$ cat src/rtl/cd_upload_writer_if.sv
// Memory write bus between the CD upload writer and the memory arbiter.
// The writer holds a level request until the arbiter returns a one-cycle ack.
interface cd_upload_writer_if;
  logic        MEM_REQ;
  logic        MEM_ACK;
  logic [24:0] MEM_ADDR;
  logic [15:0] MEM_DATA;
  logic [1:0]  MEM_BE;

  modport master (output MEM_REQ, MEM_ADDR, MEM_DATA, MEM_BE, input MEM_ACK);
  modport slave  (input MEM_REQ, MEM_ADDR, MEM_DATA, MEM_BE, output MEM_ACK);
endinterface

$ cat src/rtl/cd_upload_writer.sv
// Captures CD upload write strobes, maps each one to an external-memory byte
// address, buffers the writes in a small FIFO and issues them over a req/ack bus.
module cd_upload_writer #(
  parameter int          DEPTH    = 4,
  parameter logic [24:0] Z80_BASE = 25'h0000000,
  parameter logic [24:0] FIX_BASE = 25'h0020000,
  parameter logic [24:0] PCM_BASE = 25'h0100000,
  parameter logic [24:0] SPR_BASE = 25'h0400000
) (
  input  logic               CLK_68KCLK,
  input  logic               nRESET,
  input  logic               CD_TR_WR_SPR,
  input  logic               CD_TR_WR_PCM,
  input  logic               CD_TR_WR_Z80,
  input  logic               CD_TR_WR_FIX,
  input  logic [18:0]        CD_TR_WR_ADDR,
  input  logic [15:0]        CD_TR_WR_DATA,
  input  logic [1:0]         CD_BANK_SPR,
  input  logic               CD_BANK_PCM,
  cd_upload_writer_if.master mem,
  output logic               FIFO_FULL,
  output logic               BUSY,
  output logic               OVERFLOW,
  input  logic               CLR_OVERFLOW
);

  localparam int AW = $clog2(DEPTH);

  typedef enum logic {IDLE, ISSUE} state_t;

  state_t        state, state_next;
  logic [3:0]    strobe, strobe_q, rise;
  logic          any_rise, multi_rise, push, pop, load, ovf_set;
  logic [24:0]   cap_addr;
  logic [15:0]   cap_data;
  logic [1:0]    cap_be;
  logic [42:0]   fifo_mem [DEPTH];
  logic [AW-1:0] wr_ptr, rd_ptr;
  logic [AW:0]   count, count_next;

  // Bit order doubles as the arbitration priority: SPR > PCM > Z80 > FIX.
  assign strobe     = {CD_TR_WR_SPR, CD_TR_WR_PCM, CD_TR_WR_Z80, CD_TR_WR_FIX};
  assign rise       = strobe & ~strobe_q;
  assign any_rise   = |rise;
  assign multi_rise = (rise & (rise - 4'd1)) != 4'd0;

  always_comb begin
    cap_addr = '0;
    cap_data = {CD_TR_WR_DATA[7:0], CD_TR_WR_DATA[7:0]};
    if (rise[3]) begin
      cap_addr = SPR_BASE + {3'b000, CD_BANK_SPR, CD_TR_WR_ADDR, 1'b0};
      cap_data = CD_TR_WR_DATA;
    end else if (rise[2]) begin
      cap_addr = PCM_BASE + {5'b00000, CD_BANK_PCM, CD_TR_WR_ADDR};
    end else if (rise[1]) begin
      cap_addr = Z80_BASE + {9'b0, CD_TR_WR_ADDR[15:0]};
    end else begin
      cap_addr = FIX_BASE + {8'b0, CD_TR_WR_ADDR[16:0]};
    end
    cap_be = rise[3] ? 2'b11 : (cap_addr[0] ? 2'b01 : 2'b10);
  end

  // A pop on the same edge frees a slot, so a full FIFO still accepts the write.
  assign pop     = (state == ISSUE) && mem.MEM_ACK;
  assign push    = any_rise && ((count != (AW+1)'(DEPTH)) || pop);
  assign ovf_set = multi_rise || (any_rise && !push);

  always_comb begin
    count_next = count;
    if (push && !pop)
      count_next = count + (AW+1)'(1);
    else if (!push && pop)
      count_next = count - (AW+1)'(1);
  end

  always_comb begin
    state_next = state;
    load       = 1'b0;
    unique case (state)
      IDLE: begin
        if (count != '0) begin
          load       = 1'b1;
          state_next = ISSUE;
        end
      end
      ISSUE: begin
        if (mem.MEM_ACK)
          state_next = IDLE;
      end
    endcase
  end

  always_ff @(posedge CLK_68KCLK) begin
    if (push)
      fifo_mem[wr_ptr] <= {cap_addr, cap_data, cap_be};
  end

  always_ff @(posedge CLK_68KCLK or negedge nRESET) begin
    if (!nRESET) begin
      state        <= IDLE;
      strobe_q     <= '0;
      wr_ptr       <= '0;
      rd_ptr       <= '0;
      count        <= '0;
      mem.MEM_REQ  <= 1'b0;
      mem.MEM_ADDR <= '0;
      mem.MEM_DATA <= '0;
      mem.MEM_BE   <= '0;
      FIFO_FULL    <= 1'b0;
      BUSY         <= 1'b0;
      OVERFLOW     <= 1'b0;
    end else begin
      state    <= state_next;
      strobe_q <= strobe;
      count    <= count_next;
      if (push)
        wr_ptr <= wr_ptr + AW'(1);
      if (pop)
        rd_ptr <= rd_ptr + AW'(1);
      mem.MEM_REQ <= (state_next == ISSUE);
      if (load)
        {mem.MEM_ADDR, mem.MEM_DATA, mem.MEM_BE} <= fifo_mem[rd_ptr];
      FIFO_FULL <= (count_next == (AW+1)'(DEPTH));
      BUSY      <= (count_next != '0) || (state_next == ISSUE);
      // A same-edge drop wins over the clear request.
      if (ovf_set)
        OVERFLOW <= 1'b1;
      else if (CLR_OVERFLOW)
        OVERFLOW <= 1'b0;
    end
  end

endmodule

$ cat src/flat_wrapper.sv
// flat-port wrapper written by rule: the top's interface ports become plain ports
module cd_upload_writer_flat 
#(
  parameter int          DEPTH    = 4,
  parameter logic [24:0] Z80_BASE = 25'h0000000,
  parameter logic [24:0] FIX_BASE = 25'h0020000,
  parameter logic [24:0] PCM_BASE = 25'h0100000,
  parameter logic [24:0] SPR_BASE = 25'h0400000
)
  (CLK_68KCLK, nRESET, CD_TR_WR_SPR, CD_TR_WR_PCM, CD_TR_WR_Z80, CD_TR_WR_FIX, CD_TR_WR_ADDR, CD_TR_WR_DATA, CD_BANK_SPR, CD_BANK_PCM, FIFO_FULL, BUSY, OVERFLOW, CLR_OVERFLOW, mem_MEM_REQ, mem_MEM_ADDR, mem_MEM_DATA, mem_MEM_BE, mem_MEM_ACK);
  cd_upload_writer_if mem_i ();
  input  logic CLK_68KCLK;
  input  logic nRESET;
  input  logic CD_TR_WR_SPR;
  input  logic CD_TR_WR_PCM;
  input  logic CD_TR_WR_Z80;
  input  logic CD_TR_WR_FIX;
  input  logic [18:0] CD_TR_WR_ADDR;
  input  logic [15:0] CD_TR_WR_DATA;
  input  logic [1:0] CD_BANK_SPR;
  input  logic CD_BANK_PCM;
  output logic FIFO_FULL;
  output logic BUSY;
  output logic OVERFLOW;
  input  logic CLR_OVERFLOW;
  output wire logic [$bits(mem_i.MEM_REQ)-1:0] mem_MEM_REQ;
  output wire logic [$bits(mem_i.MEM_ADDR)-1:0] mem_MEM_ADDR;
  output wire logic [$bits(mem_i.MEM_DATA)-1:0] mem_MEM_DATA;
  output wire logic [$bits(mem_i.MEM_BE)-1:0] mem_MEM_BE;
  input wire logic [$bits(mem_i.MEM_ACK)-1:0] mem_MEM_ACK;
  assign mem_MEM_REQ = mem_i.MEM_REQ;
  assign mem_MEM_ADDR = mem_i.MEM_ADDR;
  assign mem_MEM_DATA = mem_i.MEM_DATA;
  assign mem_MEM_BE = mem_i.MEM_BE;
  assign mem_i.MEM_ACK = mem_MEM_ACK;
  cd_upload_writer #(.DEPTH(DEPTH), .Z80_BASE(Z80_BASE), .FIX_BASE(FIX_BASE), .PCM_BASE(PCM_BASE), .SPR_BASE(SPR_BASE)) u_core (.CLK_68KCLK(CLK_68KCLK), .nRESET(nRESET), .CD_TR_WR_SPR(CD_TR_WR_SPR), .CD_TR_WR_PCM(CD_TR_WR_PCM), .CD_TR_WR_Z80(CD_TR_WR_Z80), .CD_TR_WR_FIX(CD_TR_WR_FIX), .CD_TR_WR_ADDR(CD_TR_WR_ADDR), .CD_TR_WR_DATA(CD_TR_WR_DATA), .CD_BANK_SPR(CD_BANK_SPR), .CD_BANK_PCM(CD_BANK_PCM), .mem(mem_i), .FIFO_FULL(FIFO_FULL), .BUSY(BUSY), .OVERFLOW(OVERFLOW), .CLR_OVERFLOW(CLR_OVERFLOW));
endmodule
$ cat config.mk
export PLATFORM = sky130hd
export DESIGN_NAME = cd_upload_writer_flat
export DESIGN_NICKNAME = d
export VERILOG_FILES = /design/src/rtl/cd_upload_writer_if.sv /design/src/rtl/cd_upload_writer.sv /design/src/flat_wrapper.sv
export SDC_FILE = /design/constraint.sdc
export NUM_CORES = 1
export LEC_CHECK = 0
export ABC_AREA = 1
export BUFFER_PORTS_ARGS = -buffer_cell sky130_fd_sc_hd__buf_2
export CAP_MARGIN = 30
export CORE_UTILIZATION = 45
export DETAILED_ROUTE_END_ITERATION = 8
export HOLD_SLACK_MARGIN = 0.03
export PLACE_DENSITY = 0.66
export SLEW_MARGIN = 20
export SYNTH_ARGS = -nofsm -noshare
export SYNTH_HDL_FRONTEND = slang
export SYNTH_SLANG_ARGS = --single-unit
$ cat constraint.sdc
create_clock -name CLK_68KCLK -period 3.09 [get_ports CLK_68KCLK]
set_clock_uncertainty 0.15 [all_clocks]
set_input_delay 0.1545 -clock CLK_68KCLK [delete_from_list [all_inputs] [get_ports CLK_68KCLK]]
set_output_delay 0.1545 -clock CLK_68KCLK [all_outputs]
set_load 0.03 [all_outputs]
==> results.sh <==
export IMPL_clock_sinks=220
export IMPL_rsz0062_at_grt="false"
export IMPL_yosys_top_cells_area="edfxtp_1 56%, dfrtp_1 16%, nor2_1 9.5%, o21ai_0 4.8%, nand2_1 4.3%"
export IMPL_path_class="register to register"
export IMPL_grt_start_max_net_pins=84
export IMPL_grt_pass1_vias=5963
export IMPL_dr_pass1_iters=5
export IMPL_finalCriticalPeriod_ns=2.31
export IMPL_cts_resized=0
export IMPL_maxSlewHeadroom=0.401
export IMPL_fin_crit_sh=0.749
export IMPL_track_usage=0.196
export IMPL_antenna_found_initial=1
export IMPL_tightestPinTransition_ns=0.899
export IMPL_slew_viol_final=0
export IMPL_finalNetCount=967
export IMPL_fmax_mhz=432
export IMPL_diodes=0
export IMPL_maxCapViolations=0
export IMPL_synth_top_area_cell="edfxtp_1"
export IMPL_drtIter0Drc=524
export IMPL_netlist_area_um2=8790
export IMPL_insertion_delay_ns=0.50
export IMPL_syn_inst=774
export IMPL_n_fill_cell=1560
export IMPL_crit_required_ns=3.16
export IMPL_via_count=5975
export IMPL_p_leak_nw=4.26
export IMPL_fp_dieH_um=142
export IMPL_syn_avg_cell_area_um2=11.4
export IMPL_hp_class="input port to register"
export IMPL_drc=0
export IMPL_cts_root_buffer="clkbuf_16"
export IMPL_setup_viol=0
export IMPL_drive_above_1_share=0.169
export IMPL_end_kind="register"
export IMPL_synthArstFlopShare=0.255
export IMPL_synth_common_cells="223 x nor2_1, 164 x edfxtp_1, 100 x nand2_1, 84 x o21ai_0, 56 x dfrtp_1"
export IMPL_synth_most_common_cell="nor2_1"
export IMPL_area_growth_pct=23.1
export IMPL_synth_top_area_frac=0.560
export IMPL_final_util=0.571
export IMPL_status="complete, no violations"
export IMPL_htree_levels=1
export IMPL_yosysWarnings=0
export IMPL_numPortBuffers=90
export IMPL_place_hpwl_um=10900
export IMPL_post_cts_setup_buffer_count=0
export IMPL_ys_types=27
export IMPL_drtAntennaViolNets=0
export IMPL_seq_area_frac_synth=0.720
export IMPL_synth_edf_count=164
export IMPL_layout_cells_non_filler=1189
export IMPL_cp_data_arrival_time_ns=2.39
export IMPL_vias_per_cell=5.03
export IMPL_path_clk_slew_ns=0.06
export IMPL_place_inst=1100
export IMPL_globalplace_congestion=0.790
export IMPL_clock_path_buffers=3
export IMPL_powerDensity_nw_per_um2=1020
export IMPL_ys_flop_type="edfxtp_1"
export IMPL_cts_tree="yes"
export IMPL_start_util=0.464
export IMPL_cts_buffers=22
export IMPL_hold_violations=0
export IMPL_rows=50
export IMPL_core_um2=19000
export IMPL_critPathLaunchType="register"
export IMPL_ys_ff_latch=220
export IMPL_grt_ovfl_total=0
export IMPL_avgRoutedWirePerCell_um=16.0
export IMPL_ir_drop_mv=0.627
export IMPL_cp_max_fo=33
export IMPL_dieArea_um2=20100
export IMPL_io_pins=93
export IMPL_die_w_um=142
export IMPL_grt_pass1_wl_um=30300
export IMPL_wl_um=19000
flip-flops by register name, indices dropped and copies added (netlist names):
register / flops
u_core.mem.MEM_ADDR: 23
u_core.FIFO_FULL: 1
u_core.fifo_mem: 164
u_core.mem.MEM_DATA: 16
u_core.rd_ptr: 2
u_core.count: 3
u_core.mem.MEM_BE: 2
u_core.wr_ptr: 2
u_core.strobe_q: 4
u_core.OVERFLOW: 1
u_core.BUSY: 1
u_core.mem.MEM_REQ: 1
critical path, cell delays in order, from the launching register on:
cell	delay (ns)
dfrtp_1	0.32
inv_1	0.04
nand2_2	0.06
buf_4	0.35
clkinv_1	0.15
buf_4	0.22
nand2_1	0.07
nand2_1	0.06
dlygate4sd3_1	0.60
metrics by stage:
stage / setup TNS, ns / hold WS, ns / cell area [um^2] / total power, W / worst slack (ns)
after floorplan: -42.30 / -0.291 / 8790 / 0.00723 / -0.258
after global placement: 0 / 0.130 / 9580 / 0.00830 / 0.867
after detailed placement: 0 / 0.133 / 9580 / 0.00840 / 0.809
after CTS: 0 / 0.146 / 10800 / 0.0111 / 0.781
after global routing: 0 / 0.178 / 10800 / 0.0117 / 0.639
final: 0 / 0.182 / 10800 / 0.0110 / 0.777
timing repair:
item / in CTS / in global routing
hold buffers: 50 / 0
setup endpoints to repair: 0 / 0
endpoints found under the hold margin: 223 / 0
layout make-up:
cell class / count / area (um^2) / area share
Clock buffer: 32 / 649 / 0.0600
Clock inverter: 7 / 87.6 / 0.00810
Inverter: 30 / 113 / 0.0104
Multi-Input combinational cell: 483 / 2200 / 0.203
Sequential cell: 220 / 6330 / 0.585
Tap cell: 260 / 325 / 0.0301
Timing Repair Buffer: 157 / 1120 / 0.103
layout by cell type (no fill, tap or decap), types with 4 or more instances in the layout:
cell,count
a31oi_1,42
buf_2,90
buf_4,14
clkbuf_1,5
clkbuf_16,23
clkbuf_8,4
dfrtp_1,54
dlygate4sd3_1,50
edfxtp_1,164
ha_1,7
inv_1,26
nand2_1,100
nand2_2,5
nand3_1,8
nor2_1,219
nor2_4,5
o21ai_0,84
per-layer routing:
| layer | up-vias | part of all wire | global-route usage |
|---|---|---|---|
| li1 | 2918 | - | - |
| met1 | 2838 | 0.44 | 0.264 |
| met5 | - | 0 | 0 |
| met4 | 0 | 0.018 | 0.0589 |
| met2 | 186 | 0.48 | 0.328 |
| met3 | 33 | 0.063 | 0.0307 |
path summary, 6_finish.rpt:
check / startpoint / to / slack (ns) / cells after the start
max: u_core.strobe_q[3] / u_core.fifo_mem[2][23] / 0.78 / 8
max reg2reg: u_core.strobe_q[3] / u_core.fifo_mem[2][23] / 0.78 / 8
min: CD_TR_WR_SPR / u_core.strobe_q[3] / 0.18 / 2
min reg2reg: u_core.fifo_mem[1][39] / u_core.mem.MEM_ADDR[21] / 0.38 / 2
max in group asynchronous: nRESET / u_core.rd_ptr[0] / 1.99 / 3
min in group asynchronous: nRESET / u_core.mem.MEM_ADDR[18] / 0.23 / 3
report_power, final:
group | internal [W] | switching (W) | leakage (nW)
Clock | 0.00162 | 0.00106 | 0.364
Combinational | 0.00116 | 0.00267 | 1.75
Sequential | 0.00421 | 0.000317 | 2.15
Total | 0.00699 | 0.00404 | 4.26
kinds of logic (layout without fill, tap and decap cells):
logic type               count (synthesis)  after routing  synth area share
other                                    1              2          0.000427
XOR/XNOR                                 4              4           0.00399
adder cells (fa/ha/maj)                  7              7           0.00996
buffers and inverters                   72            226            0.0342
AO/OA/AOI/OAI                          132            132            0.0833
AND/OR/NAND/NOR                        338            338             0.148
flip-flops                             220            220             0.720
Note: power is estimated with default switching activity, not from simulation.
